**src/rtl/add_seq_ctrl_pkg.sv**
```systemverilog
// Shared definitions for the slice-serial adder sequencer: state encoding,
// default geometry and the derived slice count / index width.
package add_seq_ctrl_pkg;

    localparam int DEF_WIDTH = 32;
    localparam int DEF_SLICE = 4;

    typedef enum logic [1:0] {
        ST_IDLE = 2'd0,
        ST_RUN  = 2'd1,
        ST_DONE = 2'd2
    } state_e;

    function automatic int calc_nslice(input int width, input int slice);
        return width / slice;
    endfunction

    // A single-slice configuration still needs a 1-bit index register.
    function automatic int calc_idx_w(input int nslice);
        return (nslice > 1) ? $clog2(nslice) : 1;
    endfunction

endpackage

```
**src/rtl/add_seq_ctrl_slice.sv**
```systemverilog
// SLICE-bit carry-look-ahead adder; every carry is a flat sum of
// generate/propagate products rather than a ripple chain.
module add_slice
    import add_seq_ctrl_pkg::*;
#(
    parameter int SLICE = DEF_SLICE
) (
    input  logic [SLICE-1:0] a,
    input  logic [SLICE-1:0] b,
    input  logic             ci,
    output logic [SLICE-1:0] s,
    output logic             co
);

    logic [SLICE-1:0] p;
    logic [SLICE-1:0] g;
    logic [SLICE:0]   c;

    always_comb begin
        logic term;
        p    = a ^ b;
        g    = a & b;
        c    = '0;
        term = 1'b0;
        c[0] = ci;
        for (int i = 0; i < SLICE; i++) begin
            term = ci;
            for (int j = 0; j <= i; j++) term = term & p[j];
            c[i+1] = term;
            for (int k = 0; k <= i; k++) begin
                term = g[k];
                for (int j = k + 1; j <= i; j++) term = term & p[j];
                c[i+1] = c[i+1] | term;
            end
        end
        s  = p ^ c[SLICE-1:0];
        co = c[SLICE];
    end

endmodule

```
**src/rtl/add_seq_ctrl.sv**
```systemverilog
// Multi-cycle adder: one SLICE-bit slice per cycle through a shared
// look-ahead slice adder, LSB first, with held result/carry/overflow.
module add_seq_ctrl
    import add_seq_ctrl_pkg::*;
#(
    parameter int WIDTH = DEF_WIDTH,
    parameter int SLICE = DEF_SLICE
) (
    input  logic             i_clk,
    input  logic             i_reset,
    input  logic             i_start,
    input  logic [WIDTH-1:0] i_data1,
    input  logic [WIDTH-1:0] i_data2,
    input  logic             i_ci,
    output logic             o_busy,
    output logic             o_done,
    output logic [WIDTH-1:0] o_sum,
    output logic             o_co,
    output logic             o_ovf
);

    localparam int                NSLICE   = calc_nslice(WIDTH, SLICE);
    localparam int                IDX_W    = calc_idx_w(NSLICE);
    localparam logic [IDX_W-1:0]  LAST_IDX = IDX_W'(NSLICE - 1);

    state_e           state_q;
    logic [IDX_W-1:0] idx_q;
    logic             carry_q;
    logic [WIDTH-1:0] a_q;
    logic [WIDTH-1:0] b_q;
    logic [WIDTH-1:0] sum_q;

    logic [SLICE-1:0] slice_a;
    logic [SLICE-1:0] slice_b;
    logic [SLICE-1:0] slice_s;
    logic             slice_co;
    logic [WIDTH-1:0] sum_d;
    logic             ovf_d;
    logic             accept;
    int               slice_base;

    assign accept = i_start && (state_q != ST_RUN);

    // sum_d is the working sum with the current slice merged in, so the
    // completion edge can publish the full result in the same cycle.
    always_comb begin
        slice_base = int'(idx_q) * SLICE;
        slice_a    = a_q[slice_base +: SLICE];
        slice_b    = b_q[slice_base +: SLICE];
        sum_d      = sum_q;
        sum_d[slice_base +: SLICE] = slice_s;
        ovf_d      = (a_q[WIDTH-1] ^ b_q[WIDTH-1] ^ sum_d[WIDTH-1]) ^ slice_co;
    end

    add_slice #(.SLICE(SLICE)) u_slice (
        .a  (slice_a),
        .b  (slice_b),
        .ci (carry_q),
        .s  (slice_s),
        .co (slice_co)
    );

    // NOTE: operand and working-sum registers carry no reset; their contents
    // are only observed after a start reloads them, so a reset would be dead
    // logic on a wide datapath.
    always_ff @(posedge i_clk) begin
        if (accept) begin
            a_q <= i_data1;
            b_q <= i_data2;
        end
        if (state_q == ST_RUN) begin
            sum_q <= sum_d;
        end
    end

    // NOTE: all state updates use non-blocking assignments so every register
    // samples values from before the edge, independent of statement order.
    always_ff @(posedge i_clk) begin
        if (i_reset) begin
            state_q <= ST_IDLE;
            idx_q   <= '0;
            carry_q <= 1'b0;
            o_busy  <= 1'b0;
            o_done  <= 1'b0;
            o_sum   <= '0;
            o_co    <= 1'b0;
            o_ovf   <= 1'b0;
        end else begin
            unique case (state_q)
                ST_IDLE, ST_DONE: begin
                    o_done <= 1'b0;
                    if (i_start) begin
                        carry_q <= i_ci;
                        idx_q   <= '0;
                        o_busy  <= 1'b1;
                        state_q <= ST_RUN;
                    end else begin
                        state_q <= ST_IDLE;
                    end
                end
                ST_RUN: begin
                    carry_q <= slice_co;
                    if (idx_q == LAST_IDX) begin
                        idx_q   <= '0;
                        o_busy  <= 1'b0;
                        o_done  <= 1'b1;
                        o_sum   <= sum_d;
                        o_co    <= slice_co;
                        o_ovf   <= ovf_d;
                        state_q <= ST_DONE;
                    end else begin
                        idx_q <= idx_q + 1'b1;
                    end
                end
                default: begin
                    state_q <= ST_IDLE;
                end
            endcase
        end
    end

endmodule

```
**config.mk**
```make
export PLATFORM = sky130hd
export DESIGN_NAME = add_seq_ctrl
export DESIGN_NICKNAME = d
export VERILOG_FILES = /design/src/rtl/add_seq_ctrl_pkg.sv /design/src/rtl/add_seq_ctrl_slice.sv /design/src/rtl/add_seq_ctrl.sv
export SDC_FILE = /design/constraint.sdc
export NUM_CORES = 1
export LEC_CHECK = 0
export BUFFER_PORTS_ARGS = -buffer_cell sky130_fd_sc_hd__buf_2
export CORE_MARGIN = 1
export CORE_UTILIZATION = 55
export CTS_CLUSTER_DIAMETER = 100
export DETAILED_ROUTE_END_ITERATION = 6
export PLACE_DENSITY = 0.78
export SYNTH_ARGS = -nofsm -noshare
export SYNTH_HDL_FRONTEND = slang
export SYNTH_SLANG_ARGS = --single-unit
export TNS_END_PERCENT = 20
```
**constraint.sdc**
```tcl
create_clock -name i_clk -period 12.3 [get_ports i_clk]
set_input_delay 2.46 -clock i_clk [delete_from_list [all_inputs] [get_ports i_clk]]
set_output_delay 2.46 -clock i_clk [all_outputs]
set_load 0.005 [all_outputs]
```
==> flow_summary.yaml <==
global_routing:
  grt_pass1_wl_mm: 19.09
  grt_pass1_vias: 3882
  grt.total_usage_pct: 23.32
  gr-total-overflow: 0
  grt_max_degree: 65
  antenna_found_initial: 1
min_path:
  min_from: "o_done"
  hold_depth: 2
  min_to: "o_done"
  hp-class: "flip-flop to flip-flop"
floorplanning:
  die_h_um: 103.5
  ios: 104
  die_w_um: 103.5
  rows: 36
  core_area_mm2: 0.009864
  initial_core_util_pct: 57.46
  die_area_mm2: 0.01072
setup_path:
  slowest_stage: "or4b_2"
  crit_path_end_kind: "flip-flop"
  worst_setup_path_start_kind: "flip-flop"
  timing.rr.end: "o_sum[7]"
  cp_common_cell: "ha_1"
  arrival_ns: 4.50
  r2r-start: "idx_q[0]"
  required_ns: 12.73
  reg2regPathDepth: 12
  max_stage_delay_ns: 0.65
  crit_type: "flip-flop to flip-flop"
  reg2reg_slack_ns: 8.23
  crit_chain: "buf_4, mux4_2, nand2_1, and2_1, inv_1, ha_1, ha_1, o211ai_1, a21boi_2, nor2_1, or4b_2, a311oi_1"
  cp_max_fo: 16
synthesis:
  synth_area_mm2: 0.005668
  synth_common_cells: "edfxtp_1 (96), nand2_1 (69), nor2_1 (50)"
  synth_most_common_cell: "edfxtp_1"
  yosys_register_bits: 138
  synth_edf_count: 96
  yosys.area.top_type: "edfxtp_1"
  ys.flop_type: "edfxtp_1"
  synthTopCellsByArea: "edfxtp_1 (51%), dfxtp_1 (15%), mux4_2 (6.4%)"
  netlist.area_leader.share_pct: 50.86
  synthArstFlopShare_pct: 0
  syn_inst: 428
  syn_nets: 506
  syn-mean-instance-area_um2: 13.24
  synthDistinctLibCells: 46
  yosysSeqAreaShare_pct: 65.70
  yosys_warnings: 0
sta:
  setup_viol: 0
  fin_tns_setup_ns: 0
  slew_headroom_pct: 27.10
  worst_pin_slew_ns: 1.084
  min_period_ns: 4.068
  worst_slack_ns: 8.232
  rsz0062_at_grt: "no"
  fin_crit_sh_pct: 33.07
  max_freq_ghz: 0.2458
  hold_viol_final: 0
  finClkSkew_ns: 0.009936
  whs_ns: 0.4549
  finalMaxSlewViolations: 0
detailed_routing:
  wl_per_cell_um: 16.99
  wirelength_mm: 11.50
  drtIter0Drc: 202
  first_pass_iters: 4
  remaining_drc_errors: 0
  vias_per_cell: 5.492
  vias: 3718
  drtAntennaViolNets: 0
place:
  dp_hpwl_mm: 7.505
  post-place-ws_ns: 8.267
  io_buffers: 103
  globalplace.congestion: 0.7632
power_and_ir_drop:
  p_int_w: 0.0009323
  clock_power_share_pct: 46.5
  p_sw_w: 0.0002551
  p_per_area_mw_per_mm2: 170.9
  total_power_w: 0.001187
  peakVddDrop_mv: 0.1041
  swShare_pct: 21.48
  pwr-share-comb_pct: 8.5
  power.leakage_nw: 2.719
  seq_power_share_pct: 44.9
cells_and_area:
  final_nets: 609
  area_growth_pct: 22.58
  utilization_pct: 70.43
  fillCellCount: 668
  layout-drive-gt1-share_pct: 33.27
  antennaDiodeCount: 0
clocking:
  post-cts-setup-buffer-count: 0
  numCtsBuffers: 17
  root_buffer: "clkbuf_8"
  path_clk_slew_ns: 0.06
  insertion_delay_ns: 0.53
  htreeDepth: 4
  clockBufferDepth: 2
  cts_tree: "yes"
  cts_num_sinks: 138
  cts-hold-fix-buffers: 0
  cts_resized: 0
outcome:
  status: "finished, final reports clean"
run:
  max_cap_violations: 0
## cell usage in the layout (no fill, tap or decap), types with 3 or more instances in the layout
| cell | instances |
|---|---|
| buf_2 | 103 |
| edfxtp_1 | 96 |
| nand2_1 | 69 |
| nor2_1 | 50 |
| dfxtp_1 | 42 |
| clkbuf_16 | 19 |
| mux4_2 | 16 |
| a21oi_1 | 13 |
| mux2_2 | 13 |
| a311oi_1 | 13 |
| o21a_1 | 9 |
| nor3_1 | 9 |
| inv_1 | 9 |
| ha_1 | 9 |
| or2_2 | 7 |
| nand3_1 | 6 |
| o21ai_0 | 4 |
| bufinv_16 | 4 |
| buf_4 | 4 |
| nor4_1 | 3 |
| and2_1 | 3 |
| clkbuf_1 | 3 |
## area by class of cell
type | count | area (um^2) | share of cell area [%]
inverters | 10 | 37.54 | 0.5402
repair buffers | 107 | 545.5 | 7.852
clock buffers | 23 | 500.5 | 7.203
well taps | 133 | 166.4 | 2.395
clock inverters | 9 | 157.7 | 2.269
multi-input cells | 257 | 1817 | 26.15
flip-flops and latches | 138 | 3724 | 53.59
## registers in the layout (all words and copies together), names as in the netlist
signal,cells
o_done,1
a_q,32
state_q,2
carry_q,1
sum_q,32
o_co,1
idx_q,3
o_ovf,1
o_busy,1
b_q,32
o_sum,32
## power by group through the flow
stage	logic, W	registers (W)	clock network, W
after floorplan	0.0000691	0.000540	0
after global placement	0.0000966	0.000542	0
after detailed placement	0.0000993	0.000543	0
after CTS	0.000101	0.000534	0.000560
after global routing	0.000111	0.000536	0.000578
final	0.000101	0.000534	0.000553
## layer usage
| layer | share of wire [%] | routed length, um | up-vias | GRT usage [%] |
|---|---|---|---|---|
| met3 | 5.4 | 622 | 24 | 6.230 |
| met5 | 0.15 | 17 | - | 0 |
| met2 | 51 | 5897 | 127 | 40.08 |
| li1 | - | - | 1775 | - |
| met1 | 41 | 4717 | 1790 | 27.47 |
| met4 | 2.1 | 244 | 2 | 10.35 |
## how the worst max path moves through the flow
stage                        start   endpoint  slack [ns]  cells past startpoint
after detailed placement  idx_q[0]   o_sum[7]        8.27                     12
after global routing      idx_q[0]   o_sum[7]        7.94                     12
after CTS                 idx_q[0]   o_sum[7]        8.24                     12
after global placement    idx_q[0]  o_sum[23]        8.42                     12
after floorplan            i_start     a_q[0]        6.53                      1
final                     idx_q[0]   o_sum[7]        8.23                     12
## kinds of logic (layout without fill, tap and decap cells)
logic type      count (synthesis)  in the layout  synth area share [%]
compound gates                 53             53                 7.042
xor+xnor                        3              3                0.7064
fa+ha+maj                      10             10                 2.340
buf+inv                        33            149                 2.516
flops                         138            138                 65.70
mux                            29             29                 8.940
simple gates                  162            162                 12.76
## per-stage QoR
| step | area [um^2] | std cells |
|---|---|---|
| floorplan | 5668 | 428 |
| global placement | 6290 | 645 |
| detailed placement | 6290 | 645 |
| CTS | 6948 | 677 |
| global route | 6948 | 677 |
| finish | 6948 | 677 |
## worst max-delay path: cells and delay by family, from the launching register on
family / cells / cell delay (ns)
muxes: 1 / 0.55
AOI/OAI and AO/OA: 3 / 0.66
adders and majority gates: 2 / 0.48
DFF: 1 / 0.55
buffers and inverters: 2 / 0.44
and+or+nand+nor: 4 / 1.26
No activity file was read; power rests on OpenSTA's default activity.
